$ cat config.mk
export PLATFORM = sky130hd
export DESIGN_NAME = uart_mirror
export DESIGN_NICKNAME = d
export VERILOG_FILES = /design/src/rtl/uart_mirror.sv
export SDC_FILE = /design/constraint.sdc
export NUM_CORES = 1
export LEC_CHECK = 0
export CORE_AREA = 2 2 126 128
export CTS_CLUSTER_DIAMETER = 60
export DETAILED_ROUTE_END_ITERATION = 10
export DIE_AREA = 0 0 128 130
export GPL_TIMING_DRIVEN = 0
export PLACE_DENSITY = 0.84
export SLEW_MARGIN = 0
export SYNTH_ARGS = -nofsm -noshare
export SYNTH_HDL_FRONTEND = slang
export SYNTH_SLANG_ARGS = --single-unit
$ cat constraint.sdc
create_clock -name clk -period 2.4 [get_ports clk]
set_clock_uncertainty 0.15 [all_clocks]
set_input_delay 0.48 -clock clk [delete_from_list [all_inputs] [get_ports clk]]
set_output_delay 0.48 -clock clk [all_outputs]
set_load 0.05 [all_outputs]
$ cat src/rtl/uart_mirror.sv
// uart_mirror: 8N1 line echo. Bytes are collected until LF, then the line is replayed followed by CR LF.
// Build option: define UART_MIRROR_REVERSE_EN to replay the stored bytes last-first.
module uart_mirror #(
   parameter int CLKS_PER_BIT = 1250,
   parameter int DEPTH        = 16
) (
   input  logic clk,
   input  logic rst,
   input  logic uart_rx,
   output logic uart_tx,
   output logic j3_10,
   output logic j3_9,
   output logic j3_8,
   output logic gled5,
   output logic rled1,
   output logic rled2,
   output logic rled3,
   output logic rled4
);

   localparam int CW = (CLKS_PER_BIT > 1) ? $clog2(CLKS_PER_BIT) : 1;
   localparam int AW = (DEPTH > 1) ? $clog2(DEPTH) : 1;
   localparam int NW = AW + 1;
   localparam logic [CW-1:0] BIT_LAST  = CW'(CLKS_PER_BIT - 1);
   localparam logic [CW-1:0] HALF_LAST = CW'(CLKS_PER_BIT / 2 - 1);
   localparam logic [NW-1:0] FULL      = NW'(DEPTH);

   typedef enum logic [1:0] {RX_IDLE, RX_START, RX_DATA, RX_STOP} rx_state_t;
   typedef enum logic {TX_IDLE, TX_BUSY} tx_state_t;
   typedef enum logic [1:0] {COLLECT, SEND_DATA, SEND_CR, SEND_LF} line_state_t;

   // receive side
   logic          r_rx_meta;
   logic          r_rx_sync;
   logic          r_rx_prev;
   logic          w_rx_fall;
   rx_state_t     r_rx_state;
   rx_state_t     w_rx_state_nxt;
   logic          w_rx_tick;
   logic [CW-1:0] r_rx_clk;
   logic [2:0]    r_rx_bit;
   logic [7:0]    r_rx_shift;
   logic [7:0]    r_rx_byte;
   logic          r_rx_valid;
   logic          r_rx_ferr;

   // transmit side
   tx_state_t     r_tx_state;
   tx_state_t     w_tx_state_nxt;
   logic [8:0]    r_tx_frame;
   logic [3:0]    r_tx_bitn;
   logic [CW-1:0] r_tx_clk;
   logic          r_tx_out;
   logic          w_tx_last;
   logic          w_tx_ready;
   logic          w_tx_load;
   logic [7:0]    w_tx_byte;

   // line buffer and control
   line_state_t   r_line_state;
   line_state_t   w_line_nxt;
   logic [7:0]    r_mem [DEPTH];
   logic [NW-1:0] r_count;
   logic [NW-1:0] r_idx;
   logic [AW-1:0] w_rd_addr;
   logic [7:0]    w_rd_byte;
   logic          w_append;
   logic          w_idx_inc;
   logic          w_line_done;
   logic          r_gled;

   // History flops reset low so that a line held low through reset is never taken as a start edge.
   always_ff @(posedge clk) begin
      if (rst) begin
         r_rx_meta <= 1'b0;
         r_rx_sync <= 1'b0;
         r_rx_prev <= 1'b0;
      end else begin
         r_rx_meta <= uart_rx;
         r_rx_sync <= r_rx_meta;
         r_rx_prev <= r_rx_sync;
      end
   end

   assign w_rx_fall = r_rx_prev & ~r_rx_sync;

   // Receiver next-state: half-bit start check, then one sample per bit period.
   always_comb begin
      w_rx_state_nxt = r_rx_state;
      w_rx_tick      = 1'b0;
      case (r_rx_state)
         RX_IDLE: begin
            if (w_rx_fall) begin
               w_rx_state_nxt = RX_START;
            end else begin
               w_rx_state_nxt = RX_IDLE;
            end
         end
         RX_START: begin
            if (r_rx_clk == HALF_LAST) begin
               w_rx_tick      = 1'b1;
               w_rx_state_nxt = r_rx_sync ? RX_IDLE : RX_DATA;
            end else begin
               w_rx_state_nxt = RX_START;
            end
         end
         RX_DATA: begin
            if (r_rx_clk == BIT_LAST) begin
               w_rx_tick      = 1'b1;
               w_rx_state_nxt = (r_rx_bit == 3'd7) ? RX_STOP : RX_DATA;
            end else begin
               w_rx_state_nxt = RX_DATA;
            end
         end
         RX_STOP: begin
            if (r_rx_clk == BIT_LAST) begin
               w_rx_tick      = 1'b1;
               w_rx_state_nxt = RX_IDLE;
            end else begin
               w_rx_state_nxt = RX_STOP;
            end
         end
         default: begin
            w_rx_state_nxt = RX_IDLE;
         end
      endcase
   end

   // Receiver state register.
   always_ff @(posedge clk) begin
      if (rst) begin
         r_rx_state <= RX_IDLE;
      end else begin
         r_rx_state <= w_rx_state_nxt;
      end
   end

   // Receiver datapath: bit timer, shift register, accept / framing-error strobes.
   always_ff @(posedge clk) begin
      if (rst) begin
         r_rx_clk   <= '0;
         r_rx_bit   <= 3'd0;
         r_rx_shift <= 8'h00;
         r_rx_byte  <= 8'h00;
         r_rx_valid <= 1'b0;
         r_rx_ferr  <= 1'b0;
      end else begin
         r_rx_valid <= 1'b0;
         r_rx_ferr  <= 1'b0;
         if ((r_rx_state == RX_IDLE) || w_rx_tick) begin
            r_rx_clk <= '0;
         end else begin
            r_rx_clk <= r_rx_clk + CW'(1);
         end
         if (r_rx_state == RX_START) begin
            r_rx_bit <= 3'd0;
         end else if ((r_rx_state == RX_DATA) && w_rx_tick) begin
            r_rx_shift <= {r_rx_sync, r_rx_shift[7:1]};
            r_rx_bit   <= r_rx_bit + 3'd1;
         end else if ((r_rx_state == RX_STOP) && w_rx_tick) begin
            if (r_rx_sync) begin
               r_rx_valid <= 1'b1;
               r_rx_byte  <= r_rx_shift;
            end else begin
               r_rx_ferr <= 1'b1;
            end
         end
      end
   end

   // Last cycle of a stop bit; a new load here keeps bytes back-to-back.
   assign w_tx_last  = (r_tx_state == TX_BUSY) && (r_tx_clk == BIT_LAST) && (r_tx_bitn == 4'd9);
   assign w_tx_ready = (r_tx_state == TX_IDLE) || w_tx_last;

   // Transmitter next-state.
   always_comb begin
      w_tx_state_nxt = r_tx_state;
      case (r_tx_state)
         TX_IDLE: begin
            if (w_tx_load) begin
               w_tx_state_nxt = TX_BUSY;
            end else begin
               w_tx_state_nxt = TX_IDLE;
            end
         end
         TX_BUSY: begin
            if (w_tx_last && !w_tx_load) begin
               w_tx_state_nxt = TX_IDLE;
            end else begin
               w_tx_state_nxt = TX_BUSY;
            end
         end
         default: begin
            w_tx_state_nxt = TX_IDLE;
         end
      endcase
   end

   // Transmitter state register.
   always_ff @(posedge clk) begin
      if (rst) begin
         r_tx_state <= TX_IDLE;
      end else begin
         r_tx_state <= w_tx_state_nxt;
      end
   end

   // Transmitter datapath: frame holds data plus stop bit; the line bit is registered.
   always_ff @(posedge clk) begin
      if (rst) begin
         r_tx_frame <= 9'h1FF;
         r_tx_bitn  <= 4'd0;
         r_tx_clk   <= '0;
         r_tx_out   <= 1'b1;
      end else if (w_tx_load) begin
         r_tx_frame <= {1'b1, w_tx_byte};
         r_tx_bitn  <= 4'd0;
         r_tx_clk   <= '0;
         r_tx_out   <= 1'b0;
      end else if (r_tx_state == TX_BUSY) begin
         if (r_tx_clk == BIT_LAST) begin
            r_tx_clk <= '0;
            if (r_tx_bitn == 4'd9) begin
               r_tx_out <= 1'b1;
            end else begin
               r_tx_bitn  <= r_tx_bitn + 4'd1;
               r_tx_out   <= r_tx_frame[0];
               r_tx_frame <= {1'b1, r_tx_frame[8:1]};
            end
         end else begin
            r_tx_clk <= r_tx_clk + CW'(1);
         end
      end else begin
         r_tx_clk <= '0;
         r_tx_out <= 1'b1;
      end
   end

`ifdef UART_MIRROR_REVERSE_EN
   assign w_rd_addr = AW'(r_count - r_idx - NW'(1));
`else
   assign w_rd_addr = AW'(r_idx);
`endif
   assign w_rd_byte = r_mem[w_rd_addr];

   // Line controller next-state and transmit requests.
   always_comb begin
      w_line_nxt  = r_line_state;
      w_tx_load   = 1'b0;
      w_tx_byte   = 8'h00;
      w_append    = 1'b0;
      w_idx_inc   = 1'b0;
      w_line_done = 1'b0;
      case (r_line_state)
         COLLECT: begin
            if (r_rx_valid) begin
               if (r_rx_byte == 8'h0A) begin
                  w_line_nxt = SEND_DATA;
               end else if ((r_rx_byte != 8'h0D) && (r_count != FULL)) begin
                  w_append = 1'b1;
               end else begin
                  w_append = 1'b0;
               end
            end else begin
               w_line_nxt = COLLECT;
            end
         end
         SEND_DATA: begin
            if (w_tx_ready) begin
               w_tx_load = 1'b1;
               if (r_idx < r_count) begin
                  w_tx_byte = w_rd_byte;
                  w_idx_inc = 1'b1;
               end else begin
                  w_tx_byte  = 8'h0D;
                  w_line_nxt = SEND_CR;
               end
            end else begin
               w_line_nxt = SEND_DATA;
            end
         end
         SEND_CR: begin
            if (w_tx_ready) begin
               w_tx_load  = 1'b1;
               w_tx_byte  = 8'h0A;
               w_line_nxt = SEND_LF;
            end else begin
               w_line_nxt = SEND_CR;
            end
         end
         SEND_LF: begin
            if (w_tx_ready) begin
               w_line_done = 1'b1;
               w_line_nxt  = COLLECT;
            end else begin
               w_line_nxt = SEND_LF;
            end
         end
         default: begin
            w_line_nxt = COLLECT;
         end
      endcase
   end

   // Line controller state register.
   always_ff @(posedge clk) begin
      if (rst) begin
         r_line_state <= COLLECT;
      end else begin
         r_line_state <= w_line_nxt;
      end
   end

   // Buffer storage; reads are gated by r_count so contents need no reset.
   always_ff @(posedge clk) begin
      if (w_append) begin
         r_mem[AW'(r_count)] <= r_rx_byte;
      end
   end

   // Fill count, replay index and busy indicator.
   always_ff @(posedge clk) begin
      if (rst) begin
         r_count <= '0;
         r_idx   <= '0;
         r_gled  <= 1'b0;
      end else begin
         if (w_line_done) begin
            r_count <= '0;
            r_idx   <= '0;
         end else begin
            if (w_append) begin
               r_count <= r_count + NW'(1);
            end
            if (w_idx_inc) begin
               r_idx <= r_idx + NW'(1);
            end
         end
         if (w_tx_load) begin
            r_gled <= 1'b1;
         end else if (w_line_done) begin
            r_gled <= 1'b0;
         end
      end
   end

   assign uart_tx = r_tx_out;
   assign j3_9    = r_tx_out;
   assign j3_10   = r_rx_sync;
   assign j3_8    = r_rx_ferr;
   assign gled5   = r_gled;
   assign rled1   = r_rx_byte[0];
   assign rled2   = r_rx_byte[1];
   assign rled3   = r_rx_byte[2];
   assign rled4   = r_rx_byte[3];

endmodule

==> out/results.tsv <==
metric	value	unit
initial core utilization	54.9	%
hold_sp	r_rx_meta	
crit path buf inv count	2	
IO Port Bufs	11	
adder-cell share of the synthesized area	3.25	%
Core Rows	46	
CP delay by family, top	simple AND/OR/NAND/NOR gates	
IO Count	12	
CTS H-tree lvls	1	
largest family of logic cells by synthesized area	multiplexers	
hold buffers post-CTS	0	
RSZ-0062 raised after global routing	true	
Overflow after GRT	0	
crit-path cells	or4b_4, o41ai_4, buf_4, nand2_4, buf_8, nor3_4, mux2i_1	
Post-Syn Area	8460	µm²
Iteration-0 DRC Markers	436	
commonest non-fill, non-tap cell in the layout	edfxtp_1	
R2R Setup Slk	10	ps
initial antenna violation count	0	
most frequent cells in the layout	edfxtp_1, dfxtp_1, nor2_1	
post-layout util	64.7	%
fillcell total	1042	
Tightest Hold Check Type	reg2reg	
post-synthesis simple-gate area fraction	10.7	%
status	finished clean	
total global-route track usage	23.1	%
Async SR Flop Fraction	0	%
final WL	18900	µm
CTS tree	yes	
Slowest-stage cell, CP	or4b_4	
Max VDD drop	0.682	mV
crit end category	flip-flop	
Clock Sinks	207	
Slew Viols, Final	0	
Post-synth EDFFs	128	
Setup crit start	r_tx_clk[3]	
Placer Congestion	0.960	
Top FF cell, synth	edfxtp_1	
clk root buf	clkbuf_16	
max_cap viols	0	
Worst Path Arrival	2650	ps
endpoints failing setup	0	
Tmin final	2390	ps
# diodes	0	
CTS clk-pin slew, worst paths	60	ps
Period Utilization, post-route	99.6	%
layout cells sized above 1	22.6	%
Slew headroom	60.9	%
area grow syn2layout	18.0	%
post-synthesis sequential area ratio	64.1	%
Yosys warning count	0	
global-route wire length before repair	29600	µm
Highest Clock Rate	0.418	GHz
Cell variety after synth	52	
core area	15400	µm²
Compound-Gate Fraction of Synth Area	5.86	%
hpwl dp	11500	µm
Worst Setup Path Type	reg2reg	
clock latency on the worst-skew pair	510	ps
sequential power share	54.7	%
Reg area	5460	µm²
Wirelength per Cell	21.9	µm
post-synthesis mux area share	11.6	%
Static Leak	3.32	nW
area of the multi-input gates	3130	µm²
Sw Ratio	19.5	%
Hold Vio Cnt, Final	0	
post-synthesis xor/xnor area fraction	2.38	%
hold depth	1	
Worst R2R Path Depth	7	
die width	128	µm
die height	130	µm
Gate Count Post-Synth	608	
TritonRoute pass-1 iters	5	
slowest stage delay, CP	550	ps
syn avg cell area	13.9	µm²
vias in the first global route	5542	
Power per Cell Area	684	nW/µm²
#FFs+latches synth	207	
DR DRC count	0	
Longest Clk Path Bufs	3	
worst-margin pin slew	581	ps
Combinational Power Share	0.5	%
Die Area	16600	µm²
Num CTS Buffers	21	
Reg-to-Reg Start	r_tx_clk[3]	
DRT antenna net count	0	
Syn Nets	633	
pin count of the biggest net entering global routing	21	
part of the power in the clock network	44.8	%
CP Data Required Time	2660	ps
# nets final	682	
total negative slack	0	ps
total number of vias	5408	
crit path max fanout	10	
CP Launch Type	flip-flop	
Vias/cell	6.26	
WHS Endpoint	j3_10	
internal power	5.50	mW
Net Switching	1.33	mW
==> Yosys cell counts, types with 2 or more instances <==
master | number | area share (%)
inv_1 | 19 | 0.84
o211ai_1 | 2 | 0.18
o221ai_1 | 2 | 0.21
nor4b_1 | 2 | 0.21
nand2b_1 | 4 | 0.30
a21o_1 | 4 | 0.35
nor2b_1 | 6 | 0.44
xnor2_1 | 18 | 1.9
o21ai_0 | 9 | 0.53
nand2_1 | 25 | 1.1
o31ai_1 | 2 | 0.18
nor3_1 | 14 | 0.83
or2_2 | 2 | 0.15
a21oi_1 | 26 | 1.5
xor2_1 | 5 | 0.52
mux2i_1 | 18 | 2.1
nand4_1 | 5 | 0.37
a221oi_1 | 3 | 0.31
a31oi_1 | 2 | 0.15
clkbuf_1 | 19 | 0.84
a311o_1 | 3 | 0.35
nor3b_1 | 3 | 0.27
or4_1 | 3 | 0.27
a311oi_1 | 3 | 0.31
and2_0 | 2 | 0.15
dfxtp_1 | 79 | 19
mux4_2 | 35 | 9.3
a22o_1 | 2 | 0.21
nand3b_1 | 3 | 0.27
a22oi_1 | 8 | 0.71
or3_1 | 4 | 0.30
nor2_1 | 70 | 3.1
nand3_1 | 27 | 1.6
and3_1 | 9 | 0.67
buf_2 | 5 | 0.30
edfxtp_1 | 128 | 45
ha_1 | 22 | 3.3
==> timing repair <==
item,in CTS,in global routing
buffers inserted,14,5
pin swaps,11,11
setup endpoints to repair,163,174
gates resized for setup,65,30
==> worst register-to-register path: cells and delay by family, from the launching register on <==
kind,cells,cell delay (ps)
multiplexers,1,260
buffers and inverters,2,370
AND/OR/NAND/NOR,3,790
flip-flops,1,340
AO/OA/AOI/OAI,1,400
==> power groups by stage <==
stage                     combinational, mW  clock, mW  sequential [mW]
after global routing                 0.0384       3.24             3.73
final                                0.0361       3.06             3.73
after global placement               0.0339          0             3.81
after detailed placement             0.0352          0             3.81
after CTS                            0.0351       3.10             3.73
after floorplan                      0.0199          0             3.82
==> metrics by stage <==
step                      setup slack [ps]  hold slack [ps]  area [µm²]  cells  total power, mW
after floorplan                      -41.0              264        8480    608             3.84
after CTS                            0.507              304        9830    860             6.87
after detailed placement              -576              288        8830    811             3.85
final                                 9.61              292        9980    864             6.82
after global placement                -452              274        8830    811             3.85
after global routing                 -9.52              305        9980    864             7.01
==> final cells by class <==
| cell class | instances | share of cell area (%) |
|---|---|---|
| clock inverter | 9 | 0.702 |
| clock buffer | 29 | 5.67 |
| timing repair buffer | 30 | 3.25 |
| inverter | 19 | 0.752 |
| tap | 192 | 2.41 |
| multi-input combinational | 357 | 31.3 |
| buffer | 21 | 1.22 |
| sequential | 207 | 54.7 |
==> routing by layer <==
metal / up-vias / share of wire (%) / track usage [%]
met5: - / 0 / 0
met3: 61 / 5.6 / 4.43
li1: 2384 / - / -
met4: 0 / 4.2 / 9.44
met1: 2749 / 40 / 28.7
met2: 214 / 50 / 40.3
==> worst max path at each step <==
| stage | to | cells after the start |
|---|---|---|
| 3_3_place_gp | r_mem[6][4] | 6 |
| 3_5_place_dp | r_mem[5][5] | 6 |
| 6_report | flip-flop | 7 |
| 4_1_cts | r_idx[4] | 6 |
| 5_1_grt | flip-flop | 8 |
| 2_1_floorplan | r_mem[6][0] | 6 |
==> cell families (layout without fill, tap and decap cells) <==
group                      after synthesis  count (layout)
xor gates and xnor gates                23              23
DFF                                    207             207
adders and majority gates               22              22
buffers and inverters                   44             108
and+or+nand+nor                        186             186
AOI/OAI and AO/OA                       72              72
muxes                                   54              54
==> state kept, by name, summed over array words and instances, names as in the netlist, 2 cells and up, named ones only <==
| register | flops |
|---|---|
| r_idx | 5 |
| r_line_state | 2 |
| r_count | 5 |
| r_rx_byte | 8 |
| r_rx_state | 2 |
| r_mem | 128 |
| r_tx_bitn | 4 |
| r_tx_clk | 11 |
| r_rx_bit | 3 |
| r_tx_frame | 8 |
| r_rx_shift | 8 |
| r_rx_clk | 11 |
Note: power is estimated with default switching activity, not from simulation.
